--- src/rtl/rx_read_sched_pkg.sv ---
// rx_read_sched shared definitions.
// Notification layout, bundle widths and FSM encoding.
package rx_read_sched_pkg;

    localparam int NOTIF_W    = 88;
    localparam int READ_REQ_W = 32;

    localparam int SESSION_LSB = 0;
    localparam int SESSION_W   = 16;
    localparam int LEN_LSB     = 16;
    localparam int LEN_W       = 16;
    localparam int IP_LSB      = 32;
    localparam int PORT_LSB    = 64;
    localparam int CLOSED_BIT  = 80;

    typedef enum logic [1:0] {
        S_IDLE,
        S_DECIDE,
        S_WAIT_CREDIT,
        S_ISSUE
    } state_t;

    function automatic logic [LEN_W-1:0] notif_len(
        input logic [NOTIF_W-1:0] n
    );
        return n[LEN_LSB +: LEN_W];
    endfunction

    function automatic logic [SESSION_W-1:0] notif_session(
        input logic [NOTIF_W-1:0] n
    );
        return n[SESSION_LSB +: SESSION_W];
    endfunction

    function automatic logic notif_closed(
        input logic [NOTIF_W-1:0] n
    );
        return n[CLOSED_BIT];
    endfunction

    function automatic logic [READ_REQ_W-1:0] read_req(
        input logic [NOTIF_W-1:0] n
    );
        return {notif_len(n), notif_session(n)};
    endfunction

endpackage

--- src/rtl/rx_read_sched_sat_counter.sv ---
// rx_read_sched saturating event counter.
// Increments on each pulse and sticks at all-ones.
module sat_counter #(
    parameter int W = 32
) (
    input  logic         clk,
    input  logic         rst_n,
    input  logic         inc,
    output logic [W-1:0] count
);

    // Count events, holding at the maximum value.
    always_ff @(posedge clk or negedge rst_n) begin
        if (!rst_n) begin
            count <= '0;
        end else if (inc && (count != {W{1'b1}})) begin
            count <= count + 1'b1;
        end
    end

endmodule

--- src/rtl/rx_read_sched.sv ---
// rx_read_sched: credit-based TCP receive read scheduler.
// Filters notifications and issues read + meta while credit remains.
module rx_read_sched
    import rx_read_sched_pkg::*;
#(
    parameter int MAX_INFLIGHT = 16,
    parameter int PKT_BYTES    = 64,
    parameter int CNT_W        = $clog2(MAX_INFLIGHT + 1)
) (
    input  logic                  clk,
    input  logic                  rst_n,
    input  logic                  cfg_enable,
    input  logic [NOTIF_W-1:0]    s_axis_notifications_TDATA,
    input  logic                  s_axis_notifications_TVALID,
    output logic                  s_axis_notifications_TREADY,
    output logic [READ_REQ_W-1:0] m_axis_read_package_TDATA,
    output logic                  m_axis_read_package_TVALID,
    input  logic                  m_axis_read_package_TREADY,
    output logic [NOTIF_W-1:0]    m_axis_meta_TDATA,
    output logic                  m_axis_meta_TVALID,
    input  logic                  m_axis_meta_TREADY,
    input  logic                  pkt_done,
    output logic [CNT_W-1:0]      inflight,
    output logic [31:0]           drop_cnt,
    output logic [31:0]           close_cnt,
    output logic                  err_underflow
);

    state_t                  state_q;
    state_t                  state_d;
    logic [NOTIF_W-1:0]      notif_q;
    logic [READ_REQ_W-1:0]   rd_data_q;
    logic                    rd_valid_q;
    logic                    rd_done_q;
    logic [NOTIF_W-1:0]      meta_data_q;
    logic                    meta_valid_q;
    logic                    meta_done_q;
    logic [CNT_W-1:0]        inflight_q;
    logic                    err_q;

    logic credit_ok;
    logic notif_hs;
    logic rd_hs;
    logic meta_hs;
    logic rd_fin;
    logic meta_fin;
    logic capture;
    logic load;
    logic issue_done;
    logic close_inc;
    logic drop_inc;

    assign credit_ok = inflight_q < CNT_W'(MAX_INFLIGHT);
    assign s_axis_notifications_TREADY = (state_q == S_IDLE) & cfg_enable;
    assign notif_hs = s_axis_notifications_TVALID & s_axis_notifications_TREADY;
    assign rd_hs    = rd_valid_q & m_axis_read_package_TREADY;
    assign meta_hs  = meta_valid_q & m_axis_meta_TREADY;
    assign rd_fin   = rd_done_q | rd_hs;
    assign meta_fin = meta_done_q | meta_hs;

    // FSM state register.
    always_ff @(posedge clk or negedge rst_n) begin
        if (!rst_n) begin
            state_q <= S_IDLE;
        end else begin
            state_q <= state_d;
        end
    end

    // Next-state and per-cycle control strobes.
    always_comb begin
        state_d    = state_q;
        capture    = 1'b0;
        load       = 1'b0;
        issue_done = 1'b0;
        close_inc  = 1'b0;
        drop_inc   = 1'b0;
        unique case (state_q)
            S_IDLE: begin
                if (notif_hs) begin
                    capture = 1'b1;
                    state_d = S_DECIDE;
                end
            end
            S_DECIDE: begin
                if (notif_closed(notif_q) ||
                    (notif_len(notif_q) == '0)) begin
                    close_inc = 1'b1;
                    state_d   = S_IDLE;
                end else if (notif_len(notif_q) !=
                             LEN_W'(PKT_BYTES)) begin
                    drop_inc = 1'b1;
                    state_d  = S_IDLE;
                end else if (credit_ok) begin
                    load    = 1'b1;
                    state_d = S_ISSUE;
                end else begin
                    state_d = S_WAIT_CREDIT;
                end
            end
            S_WAIT_CREDIT: begin
                if (credit_ok) begin
                    load    = 1'b1;
                    state_d = S_ISSUE;
                end
            end
            S_ISSUE: begin
                if (rd_fin && meta_fin) begin
                    issue_done = 1'b1;
                    state_d    = S_IDLE;
                end
            end
            default: state_d = S_IDLE;
        endcase
    end

    // Notification capture and the two output channels.
    always_ff @(posedge clk or negedge rst_n) begin
        if (!rst_n) begin
            notif_q      <= '0;
            rd_data_q    <= '0;
            rd_valid_q   <= 1'b0;
            rd_done_q    <= 1'b0;
            meta_data_q  <= '0;
            meta_valid_q <= 1'b0;
            meta_done_q  <= 1'b0;
        end else begin
            if (capture) begin
                notif_q <= s_axis_notifications_TDATA;
            end
            if (load) begin
                rd_data_q    <= read_req(notif_q);
                meta_data_q  <= notif_q;
                rd_valid_q   <= 1'b1;
                meta_valid_q <= 1'b1;
                rd_done_q    <= 1'b0;
                meta_done_q  <= 1'b0;
            end else begin
                if (rd_hs) begin
                    rd_valid_q <= 1'b0;
                    rd_done_q  <= 1'b1;
                end
                if (meta_hs) begin
                    meta_valid_q <= 1'b0;
                    meta_done_q  <= 1'b1;
                end
                if (issue_done) begin
                    rd_done_q   <= 1'b0;
                    meta_done_q <= 1'b0;
                end
            end
        end
    end

    // Outstanding-request credit count and underflow flag.
    always_ff @(posedge clk or negedge rst_n) begin
        if (!rst_n) begin
            inflight_q <= '0;
            err_q      <= 1'b0;
        end else begin
            unique case ({issue_done, pkt_done})
                2'b10: inflight_q <= inflight_q + 1'b1;
                2'b01: begin
                    if (inflight_q == '0) begin
                        err_q <= 1'b1;
                    end else begin
                        inflight_q <= inflight_q - 1'b1;
                    end
                end
                default: inflight_q <= inflight_q;
            endcase
        end
    end

    sat_counter #(.W(32)) u_drop_cnt (
        .clk   (clk),
        .rst_n (rst_n),
        .inc   (drop_inc),
        .count (drop_cnt)
    );

    sat_counter #(.W(32)) u_close_cnt (
        .clk   (clk),
        .rst_n (rst_n),
        .inc   (close_inc),
        .count (close_cnt)
    );

    assign m_axis_read_package_TDATA  = rd_data_q;
    assign m_axis_read_package_TVALID = rd_valid_q;
    assign m_axis_meta_TDATA          = meta_data_q;
    assign m_axis_meta_TVALID         = meta_valid_q;
    assign inflight                   = inflight_q;
    assign err_underflow              = err_q;

endmodule

--- config.mk ---
export PLATFORM = sky130hd
export DESIGN_NAME = rx_read_sched
export DESIGN_NICKNAME = d
export VERILOG_FILES = /design/src/rtl/rx_read_sched_pkg.sv /design/src/rtl/rx_read_sched_sat_counter.sv /design/src/rtl/rx_read_sched.sv
export SDC_FILE = /design/constraint.sdc
export NUM_CORES = 1
export LEC_CHECK = 0
export ABC_AREA = 1
export BUFFER_PORTS_ARGS = -buffer_cell sky130_fd_sc_hd__buf_2
export CAP_MARGIN = 5
export CELL_PAD_IN_SITES_DETAIL_PLACEMENT = 0
export CELL_PAD_IN_SITES_GLOBAL_PLACEMENT = 1
export CORE_ASPECT_RATIO = 0.9
export CORE_MARGIN = 2
export CORE_UTILIZATION = 42
export CTS_CLUSTER_DIAMETER = 50
export DETAILED_ROUTE_END_ITERATION = 10
export PLACE_DENSITY = 0.91
export SYNTH_ARGS = -nofsm -noshare
export SYNTH_HDL_FRONTEND = slang
export SYNTH_SLANG_ARGS = --single-unit
--- constraint.sdc ---
create_clock -name clk -period 2.92 [get_ports clk]
set_input_delay 0.292 -clock clk [delete_from_list [all_inputs] [get_ports clk]]
set_output_delay 0.292 -clock clk [all_outputs]
set_load 0.005 [all_outputs]
# After elaboration in Yosys (flattened, before gate mapping)
# Index checks and enable logic that the tools add are counted.
# word_totals
ff_bits	284
in_bits	95
out_inout_bits	193
word_cells	82
# op_classes
addsub	4
n_lt_le_gt_ge	1
eq_ne	12
n_mux	32
n_bitwise	6
n_reduce_logical	15
# op_table
cell	count
$add A32 B1 Y32 const B	2
$ne A32 B32 Y1 const B	2
$mux W1	23
$logic_not A16 Y1	1
$ne A16 B7 Y1 const B	1
$mux W2	5
$pmux W5 S2	1
$ne A2 B2 Y1 const B	4
$pmux W2 S4	1
$eq A2 B2 Y1 const B	3
$reduce_bool A2 Y1	3
$reduce_bool A3 Y1	2
$add A5 B1 Y5 const B	1
$logic_not A5 Y1	1
$lt A5 B5 Y1 const B	1
$mux W5	1
$sub A5 B1 Y5 const B	1
$and A1 B1 Y1	4
$eq A2 B1 Y1 const B	2
$reduce_and A2 Y1	2
$logic_and A1 B1 Y1	3
$reduce_and A3 Y1	1
$logic_not A2 Y1	1
$or A1 B1 Y1	2
2 further kinds	2

# Logic depth before layout (Yosys ltp)
# logic_depth
word_depth	8
mapped_depth	15
depth_no_buf	15

# Cells and area by module
# From an unflattened synthesis, not the netlist that was laid out.
# hier_totals
hier_cells	1559
area_unflattened_um2	12209.2
# by_module_without_submodules
module	n_inst	cells_each	area_per_inst_um2	seq_area_each_um2
rx_read_sched	1	893	7827.5	4704.5
sat_counter	2	333	2190.9	800.8

# Least setup slack after synthesis
# Ideal clock, no wire load.
# synth_timing
path_type	register to register
from	register state_q[0]
to	register inflight_q[4] (netlist: inflight[4])
setup_ns	0.118
t_arrival_ns	1.628
required_ns	2.802
slack_ns	1.174
stages_incl_launch_ff	13
path_buffers	0
synth_period_minus_slack_ns	1.746
path_cell_list	dfrtp_1 > ha_1 > nand3_1 > nand2_1 > inv_1 > ha_1 > inv_1 > o21bai_1 > inv_1 > nand2_1 > nand2_1 > nand3_1 > nand2_1
# synth_via
elab_chain_len	5
word_cells_on_any_way	8
cone_classes	eq/ne: 4; mux: 2; reduce/logical: 2
# synth_lines
element	line	rtl
start, declared	rx_read_sched.sv:29	state_t state_q;
start signal, assigned	rx_read_sched.sv:66	state_q <= state_d;
$eq A2 B2 Y1 *	rx_read_sched.sv:78	unique case (state_q)
$mux W1 *	rx_read_sched.sv:78	
$eq A2 B1 Y1 / $eq A2 B2 Y1 (equally long branches)	rx_read_sched.sv:161	unique case ({issue_done, pkt_done})
$ne A2 B2 Y1 (no line) / $reduce_bool A2 Y1 (equally long branches)	-	
$reduce_and A2 Y1 (no line)	-	
end signal, assigned	rx_read_sched.sv:162	2'b10: inflight_q <= inflight_q + 1'b1;
end signal, assigned	rx_read_sched.sv:167	inflight_q <= inflight_q - 1'b1;
end signal, assigned	rx_read_sched.sv:170	default: inflight_q <= inflight_q;
end, declared	rx_read_sched.sv:38	logic [CNT_W-1:0] inflight_q;
# Every way passes the cells marked *; elsewhere a longest branch is shown, timed or not.
# A chain may end at the register's enable or synchronous reset.

# Worst setup path in the final report
# layout_timing
from	register notif_q[17]
to	register meta_data_q[44] (netlist: m_axis_meta_TDATA[44])
# layout_via
elab_chain_len	4
word_cells_on_any_way	6
cone_classes	eq/ne: 1; mux: 3; reduce/logical: 2
# layout_lines
element	line	rtl
start, declared	rx_read_sched.sv:31	logic [NOTIF_W-1:0] notif_q;
start signal, assigned	rx_read_sched.sv:129	notif_q <= s_axis_notifications_TDATA;
$ne A16 B7 Y1 / $logic_not A16 Y1 (equally long branches)	rx_read_sched.sv:90, rx_read_sched.sv:87	
$mux W1 / $logic_or A1 B1 Y1 (equally long branches)	rx_read_sched.sv:90, rx_read_sched.sv:86	
$mux W1 *	rx_read_sched.sv:86	if (notif_closed(notif_q) ||
$pmux W1 S2 *	rx_read_sched.sv:78	
end signal, assigned	rx_read_sched.sv:133	meta_data_q <= notif_q;
end, declared	rx_read_sched.sv:35	logic [NOTIF_W-1:0] meta_data_q;
# Marked as above.

==> results.cfg <==
[floorplanning]
die_y_um = 163
ios = 288
start_util = 0.424
row_count = 58
die_w_um = 180
coreArea_mm2 = 0.0277
die-area_mm2 = 0.0294

[worst_setup_path]
critPathLaunch = notif_q[17]
crit_arrival_ns = 2.57
end_kind = register
cp-start-kind = register
crit_slowest_cell = dfrtp_1
crit_fanout = 59
cp.required_ns = 3.35
timing.rr.start = notif_q[17]
crit_chain = nor2_1 > nand3_1 > nor3_2 > nand3_1 > o21bai_4 > nand2_4 > buf_12 > nand2_1 > nand2_1
slowest_delay_ns = 0.37
crit_type = reg -> reg

[finish]
final_nets = 1882
stdcell_count = 2164
n_antenna_cell = 0
area_growth_pct = 29.3
design_area_mm2 = 0.0152
fill_cells = 2556
drive_above_1_share = 0.210

[logic_synthesis]
ys_seq_area_frac = 0.536
synthSimpleGateAreaFrac = 0.294
syn_inst = 1440
synthMuxAreaShare = 0
synthAdderAreaFrac = 0.00851
synth_edf_count = 0
synth_top_area_frac = 0.536
syn-num-nets = 1543
synth_area_mm2 = 0.0118
synth_warnings = 0
syn_avg_cell_area_um2 = 8.17
synth_top_family_by_area = simple AND/OR/NAND/NOR gates
yosys.area.top_type = dfrtp_1
yosys-top-cells-area = dfrtp_1 54%, nand2_1 19%, nand3_1 4.6%
synth_xor_xnor_area_share = 0.0365
synth_compound_area_frac = 0.0460
synthArstFlopShare = 1.00
synth_cell_types = 37
synthFlopType = dfrtp_1
synth_seq_cells = 252

[timing]
fin_skew_ns = 0.0129
slew_violations = 0
min_period_over_period = 0.731
final-hold-violation-count = 0
fin_ws_ns = 0.787
fmax_mhz = 469
setup_violations = 0
relSlewSlack = 0.458
grt_setup_unrepaired = false
fin_crit_ns = 2.13
finalSetupTns_ns = 0
tightestPinTransition_ns = 0.812

[cts]
numCtsBuffers = 31
clk_pin_slew_worst_paths_ns = 0.06
clkSinkCount = 252
cts_resized = 0
cts_buffer_depth = 3
htree_levels = 1
cts-root-buf = clkbuf_16
tritoncts = yes
clock_latency_ns = 0.55

[hold_path]
hold_class = in -> reg
min_from = pkt_done

[grt]
grt_overflow = 0
antenna_found_initial = 0
grt_start_max_net_pins = 98
grt_pass1_wl_mm = 52.5
track_usage = 0.216
grt_pass1_vias = 10500

[placed_design]
port_buffers = 287
gp_congestion = 0.903
dpl_cell_area_mm2 = 0.0133
dp_cells = 2015
pre_cts_ws_ns = 0.780
place_hpwl_mm = 21.1

[power]
power.density_mw_per_mm2 = 867
peakVddDrop_mv = 0.603
p_total_mw = 13.2
p_leak_nw = 8.08

[drt]
drt_first_pass_iters = 5
num_vias = 10500
drtIter0Drc = 931
drc_errors = 0
wl_per_cell_um = 14.6
ant_nets = 0
wl_mm = 31.7
routed_via_density = 4.87

[status]
status = completed

[flow_run]
cap_violations = 0
## state kept, by name, indices dropped and copies added (netlist names), 5 cells and up, named ones only
name,cells
m_axis_meta_TDATA,57
u_drop_cnt.count,32
u_close_cnt.count,32
inflight,5
notif_q,88
m_axis_read_package_TDATA,31
## critical path, delay by kind of cell, from the launching register on
kind,cells,cell delay (ns)
AND/OR/NAND/NOR,7,1.03
flip-flops,1,0.37
buffers and inverters,1,0.33
AO/OA/AOI/OAI,1,0.21
## final timing paths
path / end / slack [ns] / depth (start not counted)
setup / recovery: m_axis_meta_TDATA[44] / 0.79 / 9
hold / removal: inflight[2] / 0.28 / 5
max in group asynchronous: m_axis_meta_TDATA[83] / 1.76 / 3
min in group asynchronous: m_axis_read_package_TDATA[19] / 0.34 / 2
hold reg to reg: err_underflow / 0.46 / 1
setup reg to reg: m_axis_meta_TDATA[44] / 0.79 / 9
## cell usage after synthesis, types with 2 or more instances
cell,count
nand3_2,4
xor2_1,35
buf_2,19
o21ai_0,75
clkbuf_1,23
dfrtp_1,252
nor2_2,2
buf_1,5
inv_1,96
a21boi_0,3
nor3_2,3
nor2_1,73
ha_1,8
nand2_4,2
buf_4,33
nand2_1,588
o21ai_1,20
nand4_1,17
inv_2,2
nand3_1,109
buf_6,9
or2_2,2
nand3b_1,2
xnor2_1,14
nor3_1,31
o21bai_1,2
## cell usage in the layout (no fill, tap or decap), drive strengths merged, types with 2 or more instances in the layout
master | synthesis | final
nand2 | 590 | 590
buf | 66 | 305
dfrtp | 252 | 252
nand3 | 113 | 113
inv | 98 | 101
o21ai | 95 | 95
dlygate4sd3 | 0 | 91
nor2 | 75 | 75
clkbuf | 24 | 42
xor2 | 35 | 35
nor3 | 35 | 35
nand4 | 17 | 17
xnor2 | 14 | 14
clkinv | 1 | 10
ha | 8 | 8
a21boi | 3 | 3
clkinvlp | 0 | 3
or2 | 3 | 3
nand3b | 2 | 2
a21oi | 2 | 2
o21bai | 2 | 2
## layer usage
metal  vias up  global-route usage  share of wire
met5         -                   0              0
met4         0              0.0715          0.033
met3        71              0.0425          0.062
met2       310               0.354           0.47
met1      4987               0.288           0.44
li1       5177                   -              -
## metrics by stage
step / util / hold WS (ns)
floorplan: - / -0.00359
global placement: 0.480 / 0.377
detailed placement: 0.480 / 0.383
CTS: 0.549 / 0.243
global route: 0.549 / 0.294
finish: 0.549 / 0.281
## kinds of logic after synthesis
| kind of cell | after synthesis |
|---|---|
| adder cells (fa/ha/maj) | 8 |
| buffers and inverters | 189 |
| AO/OA/AOI/OAI | 104 |
| flip-flops | 252 |
| AND/OR/NAND/NOR | 838 |
| XOR/XNOR | 49 |
## timing repair
| action | CTS | global route |
|---|---|---|
| hold buffers | 91 | 0 |
| setup buffers | 0 | 0 |
| endpoints found under the setup margin | 0 | 0 |
| endpoints found under the hold margin | 181 | 0 |
## final cells by class
| type | count | area, µm² | area share |
|---|---|---|---|
| well taps | 360 | 450 | 0.0296 |
| clock inverters | 16 | 134 | 0.00880 |
| repair buffers | 396 | 2530 | 0.166 |
| multi-input cells | 999 | 4560 | 0.300 |
| clock buffers | 42 | 867 | 0.0570 |
| inverters | 99 | 373 | 0.0245 |
| flip-flops and latches | 252 | 6310 | 0.414 |
## report_power, final
part	internal, mW	leakage (nW)	switching [mW]
clock	2.18	0.490	1.52
combinational	1.54	4.34	2.51
sequential	4.70	3.25	0.752
total	8.42	8.08	4.78
(Power assumes the default switching activity.)
